## src/rtl/nand_share_pkg.sv

```systemverilog
`default_nettype none
// +----------------------------------------------------------------------+
// | nand_share_pkg : shared types/constants for nand_share_arbiter       |
// | Revision: 1.0                                                        |
// +----------------------------------------------------------------------+
package nand_share_pkg;

  typedef enum logic [1:0] {
    IDLE = 2'b00,
    EXEC = 2'b01,
    HOLD = 2'b10
  } state_e;

  localparam int OP_CNT_W = 8;

  // Requester index width; never below one bit so ports stay legal.
  function automatic int id_width(input int n);
    return (n <= 2) ? 1 : $clog2(n);
  endfunction

endpackage
`default_nettype wire

```

## src/rtl/nand_share_arbiter_if.sv

```systemverilog
`default_nettype none
// +----------------------------------------------------------------------+
// | nand_share_arbiter_if : request/response bundle for the arbiter      |
// | Revision: 1.0                                                        |
// +----------------------------------------------------------------------+
interface nand_share_arbiter_if
  import nand_share_pkg::*;
#(
  parameter int N_REQ = 4,
  parameter int WIDTH = 1
) ();

  localparam int ID_W = id_width(N_REQ);

  logic [N_REQ-1:0]       req_valid;
  logic [N_REQ-1:0]       req_ready;
  logic [N_REQ*WIDTH-1:0] req_a;
  logic [N_REQ*WIDTH-1:0] req_b;
  logic                   rsp_valid;
  logic                   rsp_ready;
  logic [WIDTH-1:0]       rsp_y;
  logic [ID_W-1:0]        rsp_id;

  modport slave (
    input  req_valid, req_a, req_b, rsp_ready,
    output req_ready, rsp_valid, rsp_y, rsp_id
  );

  modport master (
    output req_valid, req_a, req_b, rsp_ready,
    input  req_ready, rsp_valid, rsp_y, rsp_id
  );

endinterface
`default_nettype wire

```

## src/rtl/nand_share_arbiter_rr_picker.sv

```systemverilog
`default_nettype none
// +----------------------------------------------------------------------+
// | rr_picker : combinational round-robin winner search from ptr         |
// | Revision: 1.0                                                        |
// +----------------------------------------------------------------------+
module rr_picker
  import nand_share_pkg::*;
#(
  parameter int N_REQ = 4
) (
  input  wire logic [N_REQ-1:0]              valid_i,
  input  wire logic [id_width(N_REQ)-1:0]    ptr_i,
  output logic      [N_REQ-1:0]              grant_o,
  output logic      [id_width(N_REQ)-1:0]    idx_o,
  output logic                               any_o
);

  localparam int ID_W = id_width(N_REQ);

  logic [ID_W-1:0] w_cand;

  // Scan from the farthest offset back to ptr so the closest valid wins last.
  always_comb begin
    grant_o = '0;
    idx_o   = '0;
    any_o   = 1'b0;
    w_cand  = '0;
    for (int k = N_REQ - 1; k >= 0; k--) begin
      w_cand = ID_W'((int'(ptr_i) + k) % N_REQ);
      if (valid_i[w_cand]) begin
        grant_o         = '0;
        grant_o[w_cand] = 1'b1;
        idx_o           = w_cand;
        any_o           = 1'b1;
      end
    end
  end

endmodule
`default_nettype wire

```

## src/rtl/nand_share_arbiter.sv

```systemverilog
`default_nettype none
// +----------------------------------------------------------------------+
// | nand_share_arbiter : round-robin time-share of one bitwise NAND unit |
// | Revision: 1.0                                                        |
// +----------------------------------------------------------------------+
module nand_share_arbiter
  import nand_share_pkg::*;
#(
  parameter int N_REQ = 4,
  parameter int WIDTH = 1
) (
  input  wire logic                clk,
  input  wire logic                rst_n,
  nand_share_arbiter_if.slave      bus,
  output logic                     busy,
  output logic [OP_CNT_W-1:0]      op_count
);

  localparam int ID_W = id_width(N_REQ);

  state_e                state_q, state_d;
  logic [ID_W-1:0]       ptr_q, ptr_d;
  logic [WIDTH-1:0]      opa_q, opa_d;
  logic [WIDTH-1:0]      opb_q, opb_d;
  logic [ID_W-1:0]       id_q, id_d;
  logic [WIDTH-1:0]      rsp_y_q, rsp_y_d;
  logic [ID_W-1:0]       rsp_id_q, rsp_id_d;
  logic                  rsp_valid_q, rsp_valid_d;
  logic [OP_CNT_W-1:0]   op_count_q, op_count_d;

  logic [N_REQ-1:0]      w_grant;
  logic [ID_W-1:0]       w_idx;
  logic                  w_any;
  logic [N_REQ-1:0]      w_ready;
  logic [WIDTH-1:0]      w_a_arr [N_REQ];
  logic [WIDTH-1:0]      w_b_arr [N_REQ];

  for (genvar gi = 0; gi < N_REQ; gi++) begin : g_unpack
    assign w_a_arr[gi] = bus.req_a[gi*WIDTH +: WIDTH];
    assign w_b_arr[gi] = bus.req_b[gi*WIDTH +: WIDTH];
  end

  rr_picker #(
    .N_REQ (N_REQ)
  ) u_picker (
    .valid_i (bus.req_valid),
    .ptr_i   (ptr_q),
    .grant_o (w_grant),
    .idx_o   (w_idx),
    .any_o   (w_any)
  );

  always_ff @(posedge clk) begin
    if (!rst_n) begin
      state_q     <= IDLE;
      ptr_q       <= '0;
      opa_q       <= '0;
      opb_q       <= '0;
      id_q        <= '0;
      rsp_y_q     <= '0;
      rsp_id_q    <= '0;
      rsp_valid_q <= 1'b0;
      op_count_q  <= '0;
    end else begin
      state_q     <= state_d;
      ptr_q       <= ptr_d;
      opa_q       <= opa_d;
      opb_q       <= opb_d;
      id_q        <= id_d;
      rsp_y_q     <= rsp_y_d;
      rsp_id_q    <= rsp_id_d;
      rsp_valid_q <= rsp_valid_d;
      op_count_q  <= op_count_d;
    end
  end

  always_comb begin
    state_d     = state_q;
    ptr_d       = ptr_q;
    opa_d       = opa_q;
    opb_d       = opb_q;
    id_d        = id_q;
    rsp_y_d     = rsp_y_q;
    rsp_id_d    = rsp_id_q;
    rsp_valid_d = rsp_valid_q;
    op_count_d  = op_count_q;
    w_ready     = '0;
    case (state_q)
      IDLE: begin
        if (w_any) begin
          w_ready = w_grant;
          opa_d   = w_a_arr[w_idx];
          opb_d   = w_b_arr[w_idx];
          id_d    = w_idx;
          ptr_d   = (w_idx == ID_W'(N_REQ - 1)) ? '0 : w_idx + ID_W'(1);
          state_d = EXEC;
        end
      end
      EXEC: begin
        rsp_y_d     = ~(opa_q & opb_q);
        rsp_id_d    = id_q;
        rsp_valid_d = 1'b1;
        state_d     = HOLD;
      end
      HOLD: begin
        if (bus.rsp_ready) begin
          rsp_valid_d = 1'b0;
          op_count_d  = op_count_q + OP_CNT_W'(1);
          state_d     = IDLE;
        end
      end
      default: state_d = IDLE;
    endcase
  end

  // Gate with rst_n so nothing is offered while reset is held.
  assign bus.req_ready = rst_n ? w_ready : '0;
  assign bus.rsp_valid = rsp_valid_q;
  assign bus.rsp_y     = rsp_y_q;
  assign bus.rsp_id    = rsp_id_q;
  assign busy          = rst_n & (state_q != IDLE);
  assign op_count      = op_count_q;

endmodule
`default_nettype wire

```

## src/flat_wrapper.sv

```systemverilog
// flat-port wrapper written by rule: the top's interface ports become plain ports
module nand_share_arbiter_flat import nand_share_pkg::*;
#(
  parameter int N_REQ = 4,
  parameter int WIDTH = 1
)
  (clk, rst_n, busy, op_count, bus_req_valid, bus_req_a, bus_req_b, bus_rsp_ready, bus_req_ready, bus_rsp_valid, bus_rsp_y, bus_rsp_id);
  nand_share_arbiter_if #(.N_REQ(N_REQ), .WIDTH(WIDTH)) bus_i ();
  input  wire logic clk;
  input  wire logic rst_n;
  output logic busy;
  output logic [OP_CNT_W-1:0] op_count;
  input wire logic [$bits(bus_i.req_valid)-1:0] bus_req_valid;
  input wire logic [$bits(bus_i.req_a)-1:0] bus_req_a;
  input wire logic [$bits(bus_i.req_b)-1:0] bus_req_b;
  input wire logic [$bits(bus_i.rsp_ready)-1:0] bus_rsp_ready;
  output wire logic [$bits(bus_i.req_ready)-1:0] bus_req_ready;
  output wire logic [$bits(bus_i.rsp_valid)-1:0] bus_rsp_valid;
  output wire logic [$bits(bus_i.rsp_y)-1:0] bus_rsp_y;
  output wire logic [$bits(bus_i.rsp_id)-1:0] bus_rsp_id;
  assign bus_i.req_valid = bus_req_valid;
  assign bus_i.req_a = bus_req_a;
  assign bus_i.req_b = bus_req_b;
  assign bus_i.rsp_ready = bus_rsp_ready;
  assign bus_req_ready = bus_i.req_ready;
  assign bus_rsp_valid = bus_i.rsp_valid;
  assign bus_rsp_y = bus_i.rsp_y;
  assign bus_rsp_id = bus_i.rsp_id;
  nand_share_arbiter #(.N_REQ(N_REQ), .WIDTH(WIDTH)) u_core (.clk(clk), .rst_n(rst_n), .bus(bus_i), .busy(busy), .op_count(op_count));
endmodule
```

## config.mk

```make
export PLATFORM = sky130hd
export DESIGN_NAME = nand_share_arbiter_flat
export DESIGN_NICKNAME = d
export VERILOG_FILES = /design/src/rtl/nand_share_pkg.sv /design/src/rtl/nand_share_arbiter_if.sv /design/src/rtl/nand_share_arbiter_rr_picker.sv /design/src/rtl/nand_share_arbiter.sv /design/src/flat_wrapper.sv
export SDC_FILE = /design/constraint.sdc
export NUM_CORES = 1
export LEC_CHECK = 0
export CAP_MARGIN = 20
export CORE_MARGIN = 1.5
export CORE_UTILIZATION = 54
export CTS_BUF_LIST = sky130_fd_sc_hd__clkbuf_16
export DETAILED_ROUTE_END_ITERATION = 6
export PLACE_DENSITY = 0.87
export SLEW_MARGIN = 20
export SYNTH_ARGS = -nofsm -noshare
export SYNTH_HDL_FRONTEND = slang
export SYNTH_SLANG_ARGS = --single-unit
```

## constraint.sdc

```tcl
create_clock -name clk -period 5 [get_ports clk]
set_input_delay 1 -clock clk [delete_from_list [all_inputs] [get_ports clk]]
set_output_delay 1 -clock clk [all_outputs]
set_load 0.005 [all_outputs]
```

Yosys cells after proc, flatten, opt, wreduce, memory -nomap -nowiden
Cells that the tools add are included.

word-level totals
  register bits after elaboration = 20
  bits in latches = 0
  memory bits (writable) = 0
  memory bits (read-only) = 0
  bits of input ports = 15
  logic and storage cells = 86
  memories = 0

operators by class
  add/subtract/negate cells = 5
  $mul = 0
  divide/modulo/power cells = 0
  $lt $le $gt $ge = 9
  equality and inequality tests = 5
  shift-type cells = 0
  multiplexer cells = 43
  bitwise operators = 4
  reduce and logical (&&, ||, !) cells = 11

operators by type and width
  operator                                                               count
  4-bit two-way mux                                                      7
  1-bit two-way mux                                                      17
  2-bit two-way mux                                                      7
  1-bit binary-select mux with 2-bit select                              6
  2-bit by 3-bit < comparator with 1-bit output, second input constant   4
  8-bit by 1-bit adder with 8-bit output, second input constant          1
  1-bit demux with 2-bit select                                          4
  2-bit by 1-bit >= comparator with 1-bit output, second input constant  4
  2-bit AND reduction                                                    4
  2-bit one-hot mux with 3 select lines                                  1
  2-bit by 1-bit adder with 2-bit output, second input constant          2
  2-bit adder, second input constant                                     2
  2-bit equality test, second input constant                             2
  1-bit logical AND                                                      4
  2-bit != test, second input constant                                   2
  2-bit nonzero test                                                     2
  3-bit >= comparator, second input constant                             1
  2-bit NOT with 3-bit output                                            1
  1-bit bitwise AND                                                      2
  2-bit by 1-bit equality test with 1-bit output, second input constant  1
  2-bit zero test                                                        1
  1-bit one-hot mux with 2 select lines                                  1
  1-bit NOT                                                              1

Depth between registers and ports, before layout
  depth after elaboration = 12
  gate-level depth with buffers = 10

Hierarchy
Synthesis repeated with hierarchy kept, for this count alone.

second synthesis, totals
  cell total of the unflattened synthesis = 153
  area total of the unflattened synthesis = 1408.9 um^2

by module, submodules not included
  module              instances  cells an instance  area each (um^2)
  nand_share_arbiter  1          92                 899.6
  rr_picker           1          61                 509.2

Least setup slack after synthesis
OpenSTA, ideal clock, no wires.

  kind = input port to output port
  start = in bus_req_valid[2]
  end = out bus_req_ready[0]
  arrival time = 2310 ps
  slack = 1690 ps
  stages on the path = 6
  path buffers = 1
  cells stage by stage = buf_2 -> mux4_2 -> nor4_4 -> nor3_4 -> nand2_4 -> nor2_1

on the way
  word-level cells in the longest chain between the ends = 9

ends and longest elaborated chain
  element                                                                     line                                text
  start: declaration                                                          flat_wrapper.sv:13                  input wire logic [$bits(bus_i.req_valid)-1:0] bus_req_valid;
  1-bit binary-select mux with 2-bit select                                   nand_share_arbiter_rr_picker.sv:30  if (valid_i[w_cand]) begin
  1-bit two-way mux (not written as such)                                     nand_share_arbiter_rr_picker.sv:30
  4-bit two-way mux / 1-bit two-way mux (equally long branches) (4 in a row)  nand_share_arbiter_rr_picker.sv:30
  4-bit two-way mux (*)                                                       nand_share_arbiter.sv:90            if (w_any) begin
  4-bit two-way mux (*)                                                       nand_share_arbiter.sv:88            case (state_q)
  4-bit two-way mux (*)                                                       nand_share_arbiter.sv:117           assign bus.req_ready = rst_n ? w_ready : '0;
  end: declaration                                                            flat_wrapper.sv:17                  output wire logic [$bits(bus_i.req_ready)-1:0] bus_req_ready;

Every way passes the cells marked *; elsewhere a longest branch is shown, timed or not. The select of a mux whose other input is x is not followed.

Final worst setup path
  start = in bus_req_valid[2]
  end = out bus_req_ready[2]

Same word-level chain as after synthesis.

==> summary.txt <==
clock tree from TritonCTS - built
WP data arrival - 3.46 ns
Max Freq - 0.224 GHz
diodes inserted - 0
Post-CTS Setup Repair Bufs - 0
dominant synthesized flop cell - dfxtp_1
maximum clock insertion buffer count - 2
Slew HR - 56.7%
Setup Skew - 0.00480 ns
Critical R2R Launch - u_core.ptr_q[1]
die height - 54.8 um
first-pass GRT wire length - 4560 um
Core Footprint - 2500 um2
register area share after synthesis - 27.6%
clk_lat worst skew - 0.25 ns
initial antenna violation count - 0
Worst R2R Path Depth - 8
status - finished clean
design area - 1830 um2
placed cell areas - 1760 um2
total gr overflow - 0
Clock Sinks - 20
Leak - 0.725 nW
Syn Std Cell Area - 1450 um2
CTS-repair resized insts - 0
largest net degree at the start of global routing - 22
# setup viols final - 0
Die Area - 3010 um2
Distinct cells, synth - 39
Reg2Reg Setup Slack - 2.10 ns
most frequent cells in the layout - clkdlybuf4s50_1, dfxtp_1, mux2i_1, nand2_1, nor2_1
WL/cell - 13.8 um
RSZ-0062 raised after global routing - no
cell depth of the worst hold path - 2
fill count - 202
share of cells above drive strength 1 - 9.29%
Area Overhead vs Synth - 26.2%
#FFs+latches synth - 20
Crit Path Class - input port to output pin
syn nets - 179
Total Routing Usage GR - 21.1%
RR Endpoint - u_core.opb_q
Slew Limit Fails - 0
Site Rows - 18
DRT antenna net count - 0
violation count after the first detailed-route iteration - 23
Die Wd - 54.8 um
Vias - 1,215
Period Utilization, post-route - 89.2%
power per standard cell area - 529 nW/um2
CTS root buffer - clkbuf_16
drt drc - 0
drt total wl - 2930 um
YS warnings - 0
Worst Tran Pin Value - 0.647 ns
Nets - 209
setup tns final - 0 ns
CTS Buf Count - 3
max-cap check violation count - 0
commonest non-fill, non-tap cell in the layout - clkdlybuf4s50_1
First-pass DRT Iterations - 4
number of flops mapped to enable cells by yosys - 0
IO Count - 32
HP Class - flip-flop to flip-flop
maximum vdd drop - 0.424 mV
dpl hpwl - 2170 um
Worst setup EP type - output pin
Min-Delay Startpoint - u_core.opb_q
vias per cell - 5.70
clock period minus worst slack - 4.46 ns
clock slew at reported path FFs - 0.05 ns
Placer Congestion - 0.824
number of global-route vias before repair - 1,034
H-tree levels - 1
Crit Path Max Fanout - 9
initial core utilization - 58.1%
endpoints failing hold - 0
syn avg cell area - 9.36 um2
Worst EP required - 4.00 ns
asr flop ratio synth - 0%
CP Launch Type - input port
Hold Path Sink - u_core.opb_q
cts hold-fix bufs - 0
Buffers on Ports - 31
Cells after Synth - 155
## metal layers
layer,vias to the layer above,part of all wire [%],global-route usage [%]
li1,619,-,-
met5,-,0,0
met1,555,47,28.3
met2,39,48,33.9
met3,2,5.5,6.83
met4,0,0.24,2.08
## metrics by stage
stage               setup WS (ns)  utilization [%]  power, mW  instances  hold slack, ns
floorplan                    1.69                -      0.695        155           0.452
global placement            0.772             70.3      0.784        210           0.482
detailed placement          0.568             70.3      0.806        210           0.482
CTS                         0.571             73.3      0.970        213           0.489
global route                0.399             73.3       1.04        213           0.517
finish                      0.540             73.3      0.969        213           0.492
## registers in the layout, summed over array words and instances, names as in the netlist
signal,count
u_core.opb_q,1
u_core.bus.rsp_id,2
u_core.ptr_q,2
u_core.state_q,2
u_core.bus.rsp_y,1
u_core.bus.rsp_valid,1
u_core.opa_q,1
u_core.op_count,8
u_core.id_q,2
## cells in the mapped netlist, types with 2 or more instances
| cell | count | area, um2 |
|---|---|---|
| mux2i_1 | 11 | 110 |
| a22oi_1 | 4 | 30.0 |
| and2_1 | 8 | 50.1 |
| nand2_1 | 11 | 41.3 |
| clkbuf_1 | 3 | 11.3 |
| dfxtp_1 | 20 | 400 |
| nand4_1 | 2 | 12.5 |
| buf_6 | 3 | 33.8 |
| a221oi_1 | 2 | 17.5 |
| o211a_1 | 6 | 60.1 |
| xnor2_1 | 7 | 61.3 |
| nor2_1 | 10 | 37.5 |
| inv_1 | 5 | 18.8 |
| o21a_1 | 3 | 22.5 |
| mux4_2 | 3 | 67.6 |
| a21oi_1 | 3 | 15.0 |
| a211oi_1 | 5 | 37.5 |
| nand3_1 | 4 | 20.0 |
| nor2b_1 | 6 | 37.5 |
| o21ai_0 | 8 | 40.0 |
| o21ai_2 | 3 | 26.3 |
| ha_1 | 9 | 113 |
| nor3_1 | 2 | 10.0 |
| o32ai_1 | 2 | 17.5 |
## critical path, cell delays in order
cell,delay (ns)
clkdlybuf4s50_1,0.53
mux4_2,0.64
nor2b_4,0.21
a22oi_1,0.08
o21ai_0,0.24
mux2i_1,0.12
nor2_1,0.11
clkdlybuf4s50_1,0.51
## how the worst max path moves through the flow
stage                           startpoint                to  slack, ns  cells past startpoint
after floorplan           bus_req_valid[2]  bus_req_ready[0]       1.69                      6
after global placement    bus_req_valid[2]  bus_req_ready[1]       0.77                      8
after detailed placement  bus_req_valid[2]  bus_req_ready[2]       0.57                      8
after CTS                 bus_req_valid[2]  bus_req_ready[2]       0.57                      8
after global routing       u_core.ptr_q[1]  bus_req_ready[2]       0.40                      9
final                     bus_req_valid[2]  bus_req_ready[2]       0.54                      8
## layout make-up
class / instances / area (um2) / area share (%)
Clock buffer: 3 / 75.1 / 4.10
Inverter: 5 / 18.8 / 1.02
Multi-Input combinational cell: 123 / 982 / 53.6
Sequential cell: 20 / 400 / 21.9
Tap cell: 30 / 37.5 / 2.05
Timing Repair Buffer: 32 / 318 / 17.3
## logic make-up (layout without fill, tap and decap cells)
family,Yosys count,in the layout,share of synthesized area [%]
DFF,20,20,27.6
AOI/OAI and AO/OA,39,39,19.9
buffers and inverters,12,40,4.74
and+or+nand+nor,51,51,20.6
xor gates and xnor gates,8,8,4.83
adders and majority gates,9,9,7.76
muxes,16,16,14.6
## power by group
| part | switching, mW | total, mW | leakage [nW] | internal, mW |
|---|---|---|---|---|
| registers | 0.0333 | 0.226 | 0.164 | 0.193 |
| clock network | 0.0539 | 0.159 | 0.0370 | 0.105 |
| logic | 0.314 | 0.583 | 0.524 | 0.269 |
| total | 0.401 | 0.969 | 0.725 | 0.567 |
(Power assumes the default switching activity.)
